===== config.mk =====
export PLATFORM = sky130hd
export DESIGN_NAME = fifo_push_arbiter
export DESIGN_NICKNAME = d
export VERILOG_FILES = /design/src/rtl/fifo_arb_pkg.sv /design/src/rtl/rr_pick.sv /design/src/rtl/fifo_push_arbiter.sv
export SDC_FILE = /design/constraint.sdc
export NUM_CORES = 1
export LEC_CHECK = 0
export ABC_AREA = 1
export CORE_MARGIN = 2
export CORE_UTILIZATION = 45
export CTS_BUF_LIST = sky130_fd_sc_hd__clkbuf_8
export DETAILED_ROUTE_END_ITERATION = 16
export PLACE_DENSITY = 0.82
export SYNTH_ARGS = -nofsm -noshare
export SYNTH_HDL_FRONTEND = slang
export SYNTH_SLANG_ARGS = --single-unit
export TNS_END_PERCENT = 5

===== constraint.sdc =====
create_clock -name clk -period 3.1 [get_ports clk]
set_input_delay 0.62 -clock clk [delete_from_list [all_inputs] [get_ports clk]]
set_output_delay 0.62 -clock clk [all_outputs]
set_load 0.01 [all_outputs]

===== src/rtl/fifo_arb_pkg.sv =====
// Shared types and constants for the FIFO write-side arbiter.
//   arb_state_t : arbiter state (IDLE between packets, LOCKED inside a multi-beat packet)
//   N_REQ_MAX   : largest supported producer count
//   STAT_W      : width of each optional statistics counter
//   rr_next()   : circular successor of a producer index
package fifo_arb_pkg;

  typedef enum logic {IDLE, LOCKED} arb_state_t;

  localparam int unsigned N_REQ_MAX = 8;
  localparam int unsigned STAT_W    = 16;

  // Successor of idx in 0..n-1, wrapping from n-1 to 0.
  function automatic int unsigned rr_next(input int unsigned idx, input int unsigned n);
    return (idx + 1 >= n) ? 0 : idx + 1;
  endfunction

endpackage


===== src/rtl/rr_pick.sv =====
// Rotating-priority encoder: finds the first asserted request at or after i_ptr,
// scanning circularly (i_ptr, i_ptr+1, .., N-1, 0, ..).
// Ports:
//   i_req [N]  request vector
//   i_ptr [W]  index with highest priority this cycle
//   o_sel [W]  chosen index (equals i_ptr when nothing is requesting)
//   o_any      at least one request is asserted
module rr_pick #(
  parameter int unsigned N = 3,
  parameter int unsigned W = 2
) (
  input  logic [N-1:0] i_req,
  input  logic [W-1:0] i_ptr,
  output logic [W-1:0] o_sel,
  output logic         o_any
);

  logic [W-1:0] w_idx;

  always_comb begin
    o_sel = i_ptr;
    o_any = 1'b0;
    w_idx = '0;
    for (int unsigned k = 0; k < N; k++) begin
      w_idx = W'((32'(i_ptr) + k) % N);
      if (!o_any && i_req[w_idx]) begin
        o_sel = w_idx;
        o_any = 1'b1;
      end
    end
  end

endmodule


===== src/rtl/fifo_push_arbiter.sv =====
// Round-robin write-side arbiter sharing one FIFO between N_REQ producers. A producer
// that starts a multi-beat packet keeps the FIFO until its last beat is accepted.
// Beats are accepted with zero latency: push/data go straight to the FIFO.
// Ports:
//   clk, rstn          clock, asynchronous active-low reset
//   req      [N_REQ]   per-producer beat valid
//   req_last [N_REQ]   per-producer last-beat flag, qualified by req
//   req_data [N_REQ*WIDTH] producer i at [i*WIDTH +: WIDTH]
//   gnt      [N_REQ]   one-hot, beat of producer i accepted this cycle
//   push, data         FIFO write port
//   full               FIFO full
//   owner              producer holding the lock (meaningful while locked)
//   locked             arbiter is inside a multi-beat packet
// Optional feature macro FIFO_ARB_STATS_EN adds:
//   stat_beats [N_REQ*16]  saturating per-producer accepted-beat counters
//   stat_stall [16]        saturating count of cycles with any request while full
module fifo_push_arbiter
  import fifo_arb_pkg::*;
#(
  parameter int unsigned WIDTH = 4,
  parameter int unsigned N_REQ = 3
) (
  input  logic                     clk,
  input  logic                     rstn,
  input  logic [N_REQ-1:0]         req,
  input  logic [N_REQ-1:0]         req_last,
  input  logic [N_REQ*WIDTH-1:0]   req_data,
  output logic [N_REQ-1:0]         gnt,
  output logic                     push,
  output logic [WIDTH-1:0]         data,
  input  logic                     full,
  output logic [$clog2(N_REQ)-1:0] owner,
  output logic                     locked
`ifdef FIFO_ARB_STATS_EN
  ,
  output logic [N_REQ*STAT_W-1:0]  stat_beats,
  output logic [STAT_W-1:0]        stat_stall
`endif
);

  localparam int unsigned PTR_W = $clog2(N_REQ);

  arb_state_t       r_state;
  logic [PTR_W-1:0] r_rr_ptr;
  logic [PTR_W-1:0] r_owner;

  logic [PTR_W-1:0] w_pick_sel;
  logic             w_pick_any;
  logic [PTR_W-1:0] w_sel;
  logic             w_sel_req;
  logic             w_sel_last;
  logic             w_push;
  logic [WIDTH-1:0] w_mux;

  rr_pick #(
    .N (N_REQ),
    .W (PTR_W)
  ) u_pick (
    .i_req (req),
    .i_ptr (r_rr_ptr),
    .o_sel (w_pick_sel),
    .o_any (w_pick_any)
  );

  // While locked only the owner is eligible; everyone else waits.
  assign w_sel      = (r_state == LOCKED) ? r_owner : w_pick_sel;
  assign w_sel_req  = (r_state == LOCKED) ? req[r_owner] : w_pick_any;
  assign w_sel_last = req_last[w_sel];
  // rstn gates push so nothing reaches the FIFO while the arbiter is held in reset.
  assign w_push     = w_sel_req & ~full & rstn;

  always_comb begin
    w_mux = '0;
    for (int unsigned k = 0; k < N_REQ; k++) begin
      if (w_sel == PTR_W'(k)) w_mux = req_data[k*WIDTH +: WIDTH];
    end
  end

  always_comb begin
    gnt = '0;
    if (w_push) gnt[w_sel] = 1'b1;
  end

  assign push   = w_push;
  // Show the selected beat whenever it is valid (also while blocked by full), else zero.
  assign data   = w_sel_req ? w_mux : '0;
  assign owner  = r_owner;
  assign locked = (r_state == LOCKED);

  // A blocked cycle (full or no request) leaves state and pointer untouched, so the same
  // producer is retried once the FIFO drains.
  always_ff @(posedge clk or negedge rstn) begin
    if (!rstn) begin
      r_state  <= IDLE;
      r_rr_ptr <= '0;
      r_owner  <= '0;
    end else if (w_push) begin
      unique case (r_state)
        IDLE: begin
          if (w_sel_last) begin
            r_rr_ptr <= PTR_W'(rr_next(32'(w_sel), N_REQ));
          end else begin
            r_state <= LOCKED;
            r_owner <= w_sel;
          end
        end
        LOCKED: begin
          if (w_sel_last) begin
            r_state  <= IDLE;
            r_rr_ptr <= PTR_W'(rr_next(32'(r_owner), N_REQ));
          end
        end
      endcase
    end
  end

`ifdef FIFO_ARB_STATS_EN
  logic [STAT_W-1:0] r_beats [N_REQ];
  logic [STAT_W-1:0] r_stall;

  for (genvar i = 0; i < N_REQ; i++) begin : g_beats
    always_ff @(posedge clk or negedge rstn) begin
      if (!rstn) begin
        r_beats[i] <= '0;
      end else if (gnt[i] && (r_beats[i] != '1)) begin
        r_beats[i] <= r_beats[i] + 1'b1;
      end
    end
    assign stat_beats[i*STAT_W +: STAT_W] = r_beats[i];
  end

  always_ff @(posedge clk or negedge rstn) begin
    if (!rstn) begin
      r_stall <= '0;
    end else if ((|req) && full && (r_stall != '1)) begin
      r_stall <= r_stall + 1'b1;
    end
  end
  assign stat_stall = r_stall;
`endif

endmodule

Yosys cells after proc, flatten, opt, wreduce, memory -nomap -nowiden --
Cells that the tools add are included.
Operators by class: $add $sub $neg 4, divide/modulo/power cells 3, order comparisons 8, eq/ne operators 4, muxes and demuxes 31, bitwise operators 5, reduce and logical (&&, ||, !) cells 8
Operators with widths (number):
- 32-bit by 2-bit remainder unit with 32-bit output (second input constant) | 2
- 2-bit by 2-bit remainder unit with 32-bit output (second input constant) | 1
- 2-bit 2-to-1 mux | 8
- 4-bit 2-to-1 mux | 4
- 2-bit by 3-bit < comparator with 1-bit output (second input constant) | 5
- 1-bit 2-to-1 mux | 11
- 1-bit binary-select mux with 2-bit select | 5
- 2-bit by 1-bit adder with 3-bit output (second input constant) | 3
- 3-bit by 2-bit greater-or-equal comparator with 1-bit output (second input constant) | 2
- 3-bit AND reduction | 2
- 2-bit case mux with 2 select lines | 1
- 2-bit by 2-bit adder with 3-bit output (second input constant) | 1
- 1-bit logical AND | 3
- 3-bit 2-to-1 mux | 1
- 1-bit NOT | 3
- 1-bit AND | 2
- 1-bit demux with 2-bit select | 1
- 2-bit by 1-bit == test with 1-bit output (second input constant) | 1
- 2-bit == test (second input constant) | 1
- 2-bit by 1-bit greater-or-equal comparator with 1-bit output (second input constant) | 1
- 1-bit logical NOT | 2
- 2-bit logical NOT | 1
- 2-bit by 1-bit inequality test with 1-bit output (second input constant) | 1
- 2-bit inequality test (second input constant) | 1
Word-level totals: register bits after elaboration 5, output and inout bits 11

Longest topological paths before layout --
word-level depth 16, gate-level depth with buffers 18, gate-level depth less buffers 18

Hierarchy --
A second synthesis with hierarchy kept.
Unflattened totals: cell total of the unflattened synthesis 142, area total of the unflattened synthesis 767.0 um2
By module, submodules not included:
- fifo_push_arbiter | instances 1, cells an instance 92, area each 516.7 um2, sequential area each 125.1 um2
- rr_pick | instances 1, cells an instance 50, area each 250.2 um2, sequential area each 0.0 um2

Least setup slack after synthesis --
Ideal clock, no wire load.
path kind flip-flop to output port, from reg r_rr_ptr[0], to out gnt[0], data arrival time 1.962 ns, data required time 2.480 ns, setup slack 0.518 ns, cell stages (with the launch flop) 14, buffers on the path 0, cell sequence dfrtp_1 inv_1 ha_1 inv_2 nand2_1 nand3_1 nand2_1 nand2_1 o21ai_0 nand3_2 nand2_1 nor2_4 inv_2 nor3_1
On the way: elaborated cells between the ends (all ways) 31
RTL lines:
- start: declaration | line fifo_push_arbiter.sv:44 | logic [PTR_W-1:0] r_rr_ptr;
- start signal: assignment | line fifo_push_arbiter.sv:101 | r_rr_ptr <= PTR_W'(rr_next(32'(w_sel), N_REQ));
- start signal: assignment | line fifo_push_arbiter.sv:110 | r_rr_ptr <= PTR_W'(rr_next(32'(r_owner), N_REQ));
- branches (longest 9 deep; another with 32-bit by 2-bit remainder unit with 32-bit output)
- 1-bit 2-to-1 mux (*) | line rr_pick.sv:26 | if (!o_any && i_req[w_idx]) begin
- 1-bit 2-to-1 mux (*) | line fifo_push_arbiter.sv:67 | assign w_sel_req = (r_state == LOCKED) ? req[r_owner] : w_pick_any;
- 1-bit AND (*) (2 in series) | line fifo_push_arbiter.sv:70 | assign w_push = w_sel_req & ~full & rstn;
- net push | line fifo_push_arbiter.sv:29 | output logic push,
- 3-bit 2-to-1 mux (*) | line fifo_push_arbiter.sv:81 | if (w_push) gnt[w_sel] = 1'b1;
- end: declaration | line fifo_push_arbiter.sv:28 | output logic [N_REQ-1:0] gnt,
Mark *: on every way through the listed nets, which the timed path passes. The select of a mux whose other input is x is not followed.

Final worst setup path --
from reg r_rr_ptr[1], to out data[0]
On the way: word-level cells in the longest chain between the ends 16, elaborated cells between the ends (all ways) 30
Ends and longest elaborated chain:
- branches (longest 15 deep; another with 32-bit by 2-bit remainder unit with 32-bit output)
- 4-bit 2-to-1 mux (*) | line fifo_push_arbiter.sv:86 | assign data = w_sel_req ? w_mux : '0;
- end: declaration | line fifo_push_arbiter.sv:30 | output logic [WIDTH-1:0] data,
Mark *: on every way between the ends. The select of a mux whose other input is x is not followed.

==> reports/metrics.csv <==
metric,value,unit
"Reg clk slew, reported paths",0.04,ns
die span in x,47.4,um
vias in the first global route,1267,
Crit. End Element,primary output,
initial antenna violation count,0,
CP Class,reg2out,
worst-path fanout max,6,
asr flop ratio synth,100,%
Post-Syn Nets,175,
htree depth,1,
Die Ht,47.4,um
Routed WL,3.57,mm
Congestion Overflow GR,0,
failing checks,negative setup slack,
Die Area,0.00224,sq mm
cell taking the most area after synthesis,nand2_1,
Setup Skew,0.00187,ns
synth top area cells,"nand2_1 (21%), nand3_1 (16%), dfrtp_1 (15%)",
Mean Syn Cell Area,5.64,sq um
hold path depth,2,
CP arrival,2.54,ns
First-pass DRT Iterations,4,
flop-to-flop setup slack,0.68,ns
synthesized flop and latch total,5,
via count,1320,
first-pass GRT wire length,5.49,mm
R2R depth,15,
layout cells sized above 1,32.1,%
synth-to-layout area growth,73.5,%
Hold Path Sink,owner[0],
# diodes,0,
CTS buffer count,3,
vias per cell,5.64,
Tot GR Track Use,34.6,%
HPWL after DPL,2.43,mm
status,finished with violations,
Post-synth EDFFs,0,
Final nets,235,
min-delay src,owner[0],
slew margin rel.,78.9,%
clock network latency to the later pin of the worst-skew pair,0.22,ns
final instance area,0.00147,sq mm
Min-Delay Path Class,reg2reg,
fin crit period,3.16,ns
Tcrit/Tclk final,102,%
Power Total,1.86,mW
Hold Buf Count CTS,0,
Max VDD drop,0.000904,V
final worst setup slack,-0.0613,ns
Post-route DRC,0,
share of the synthesized area in the top cell type,20.9,%
worst reg2reg endpoint,r_rr_ptr[1],
cells after synthesis,150,
Final Hold Vio Count,0,
fmax,316,MHz
Initial DRC Count,62,
sequential share of the synthesized area,14.8,%
num rows,15,
Post-synth top cells,"nand2_1 (47), nand3_1 (27), inv_1 (23)",
port bufs,31,
worst-margin pin slew,0.316,ns
reg2reg start,r_rr_ptr[1],
IO Count,32,
starting density of the core,48.5,%
Core Area,0.00175,sq mm
Leak,0.818,nW
largest net degree at the start of global routing,9,
ys flop type,dfrtp_1,
CTS tree,done,
RSZ-0062 raised after global routing,yes,
Placer Congestion,0.909,
Clock Path Buffers,2,
per-cell routed wire length,15.2,um
Max Cap Violations,0,
mapped cell area,846,sq um
worst path required time,2.48,ns
CP Launch Type,flop,
antenna violation net count after detailed routing,0,
Clk Tree Root Cell,clkbuf_8,
synth unique cells,22,
PD cells,1270,mW/mm^2
"Slew Viols, Final",0,
Placed Area,0.00132,sq mm
top-count cell post-synth,nand2_1,
yosys warns,0,
Clock Sinks,5,
final setup fails,4,
layout by cell type, fill, tap and decap left out:
| cell type | synthesis | routed |
|---|---|---|
| nand2_1 | 47 | 44 |
| dlymetal6s2s_1 | 0 | 1 |
| o21ai_4 | 0 | 1 |
| or2_2 | 1 | 1 |
| nand3_1 | 27 | 26 |
| nand3_2 | 4 | 4 |
| nor3_1 | 3 | 2 |
| nor3_2 | 0 | 1 |
| nor2_1 | 7 | 6 |
| clkdlybuf4s50_1 | 0 | 20 |
| dfrtp_1 | 5 | 4 |
| dlygate4sd2_1 | 0 | 5 |
| nor2_4 | 2 | 3 |
| clkbuf_2 | 0 | 3 |
| clkbuf_8 | 0 | 3 |
| inv_2 | 5 | 7 |
| o21ai_2 | 1 | 2 |
| o211ai_1 | 1 | 1 |
| ha_1 | 4 | 2 |
| nand2_2 | 4 | 5 |
| nand3_4 | 0 | 1 |
| buf_4 | 0 | 26 |
| o21bai_2 | 1 | 1 |
| or2_1 | 0 | 1 |
| nand2_4 | 0 | 2 |
| buf_2 | 0 | 2 |
| dfrtp_2 | 0 | 1 |
| nor2_2 | 2 | 2 |
| ha_4 | 0 | 2 |
| inv_1 | 23 | 22 |
| o21ai_1 | 3 | 2 |
| nand4_1 | 6 | 6 |
report_power, final:
group | internal, mW | switching, mW
logic | 0.690 | 0.931
clock network | 0.0850 | 0.0329
registers | 0.0933 | 0.0310
sequential cells by signal (all words and copies together), names as in the netlist:
register / flops
locked: 1
owner: 2
r_rr_ptr: 2
how the worst max path moves through the flow:
| stage | slack [ns] | cells past startpoint | to | from |
|---|---|---|---|---|
| 2_1_floorplan | 0.52 | 13 | gnt[0] | r_rr_ptr[0] |
| 4_1_cts | -0.06 | 13 | push | r_rr_ptr[1] |
| 5_1_grt | -0.15 | 13 | data[0] | r_rr_ptr[1] |
| 6_report | -0.06 | 13 | data[0] | r_rr_ptr[1] |
| 3_5_place_dp | -0.54 | 16 | data[1] | req[2] |
| 3_3_place_gp | -0.42 | 16 | data[2] | req[2] |
per-stage QoR:
step,setup WS (ns),utilization (%),instances,setup TNS [ns],hold slack (ns)
final,-0.0613,84.1,234,-0.0860,0.537
after global routing,-0.148,84.1,234,-0.755,0.605
after CTS,-0.0554,83.4,234,-0.161,0.538
after detailed placement,-0.543,75.3,223,-3.51,0.527
after global placement,-0.424,75.3,223,-2.69,0.508
after floorplan,0.518,-,150,0,0.324
cells by family after synthesis:
logic type / Yosys count / share of synthesized area, %
AND/OR/NAND/NOR: 104 / 59.5
adder cells (fa/ha/maj): 4 / 5.92
AO/OA/AOI/OAI: 7 / 5.62
buffers and inverters: 30 / 14.2
flip-flops: 5 / 14.8
layer usage:
metal / vias to the layer above / track usage, % / share of wire, %
met4: 0 / 14.4 / 4.8
met1: 609 / 39.7 / 37
met5: - / 0 / 0
met3: 20 / 3.08 / 6.8
met2: 91 / 64.3 / 51
li1: 600 / - / -
what timing repair did:
action	in CTS	in global routing
setup endpoints to repair	8	8
setup buffers	7	0
resized for setup	34	11
pin swaps	8	3
cell type report:
| cell class | count | area (sq um) |
|---|---|---|
| clock buffers | 3 | 41.3 |
| clock inverters | 1 | 3.75 |
| fillers | 114 | 278 |
| inverters | 28 | 105 |
| multi-input cells | 115 | 683 |
| flip-flops and latches | 5 | 126 |
| well taps | 25 | 31.3 |
| repair buffers | 57 | 477 |
worst max-delay path, cell delays in order, from the launching register on:
cell,delay [ns]
dfrtp_2,0.44
ha_4,0.28
buf_4,0.13
o21ai_2,0.15
nand2_2,0.12
nand3_4,0.13
o21ai_4,0.08
buf_4,0.14
o21bai_2,0.27
nand3_1,0.11
nand3_1,0.10
nand2_1,0.05
inv_1,0.05
dlygate4sd2_1,0.25
Power figures use the tool's default switching activity.
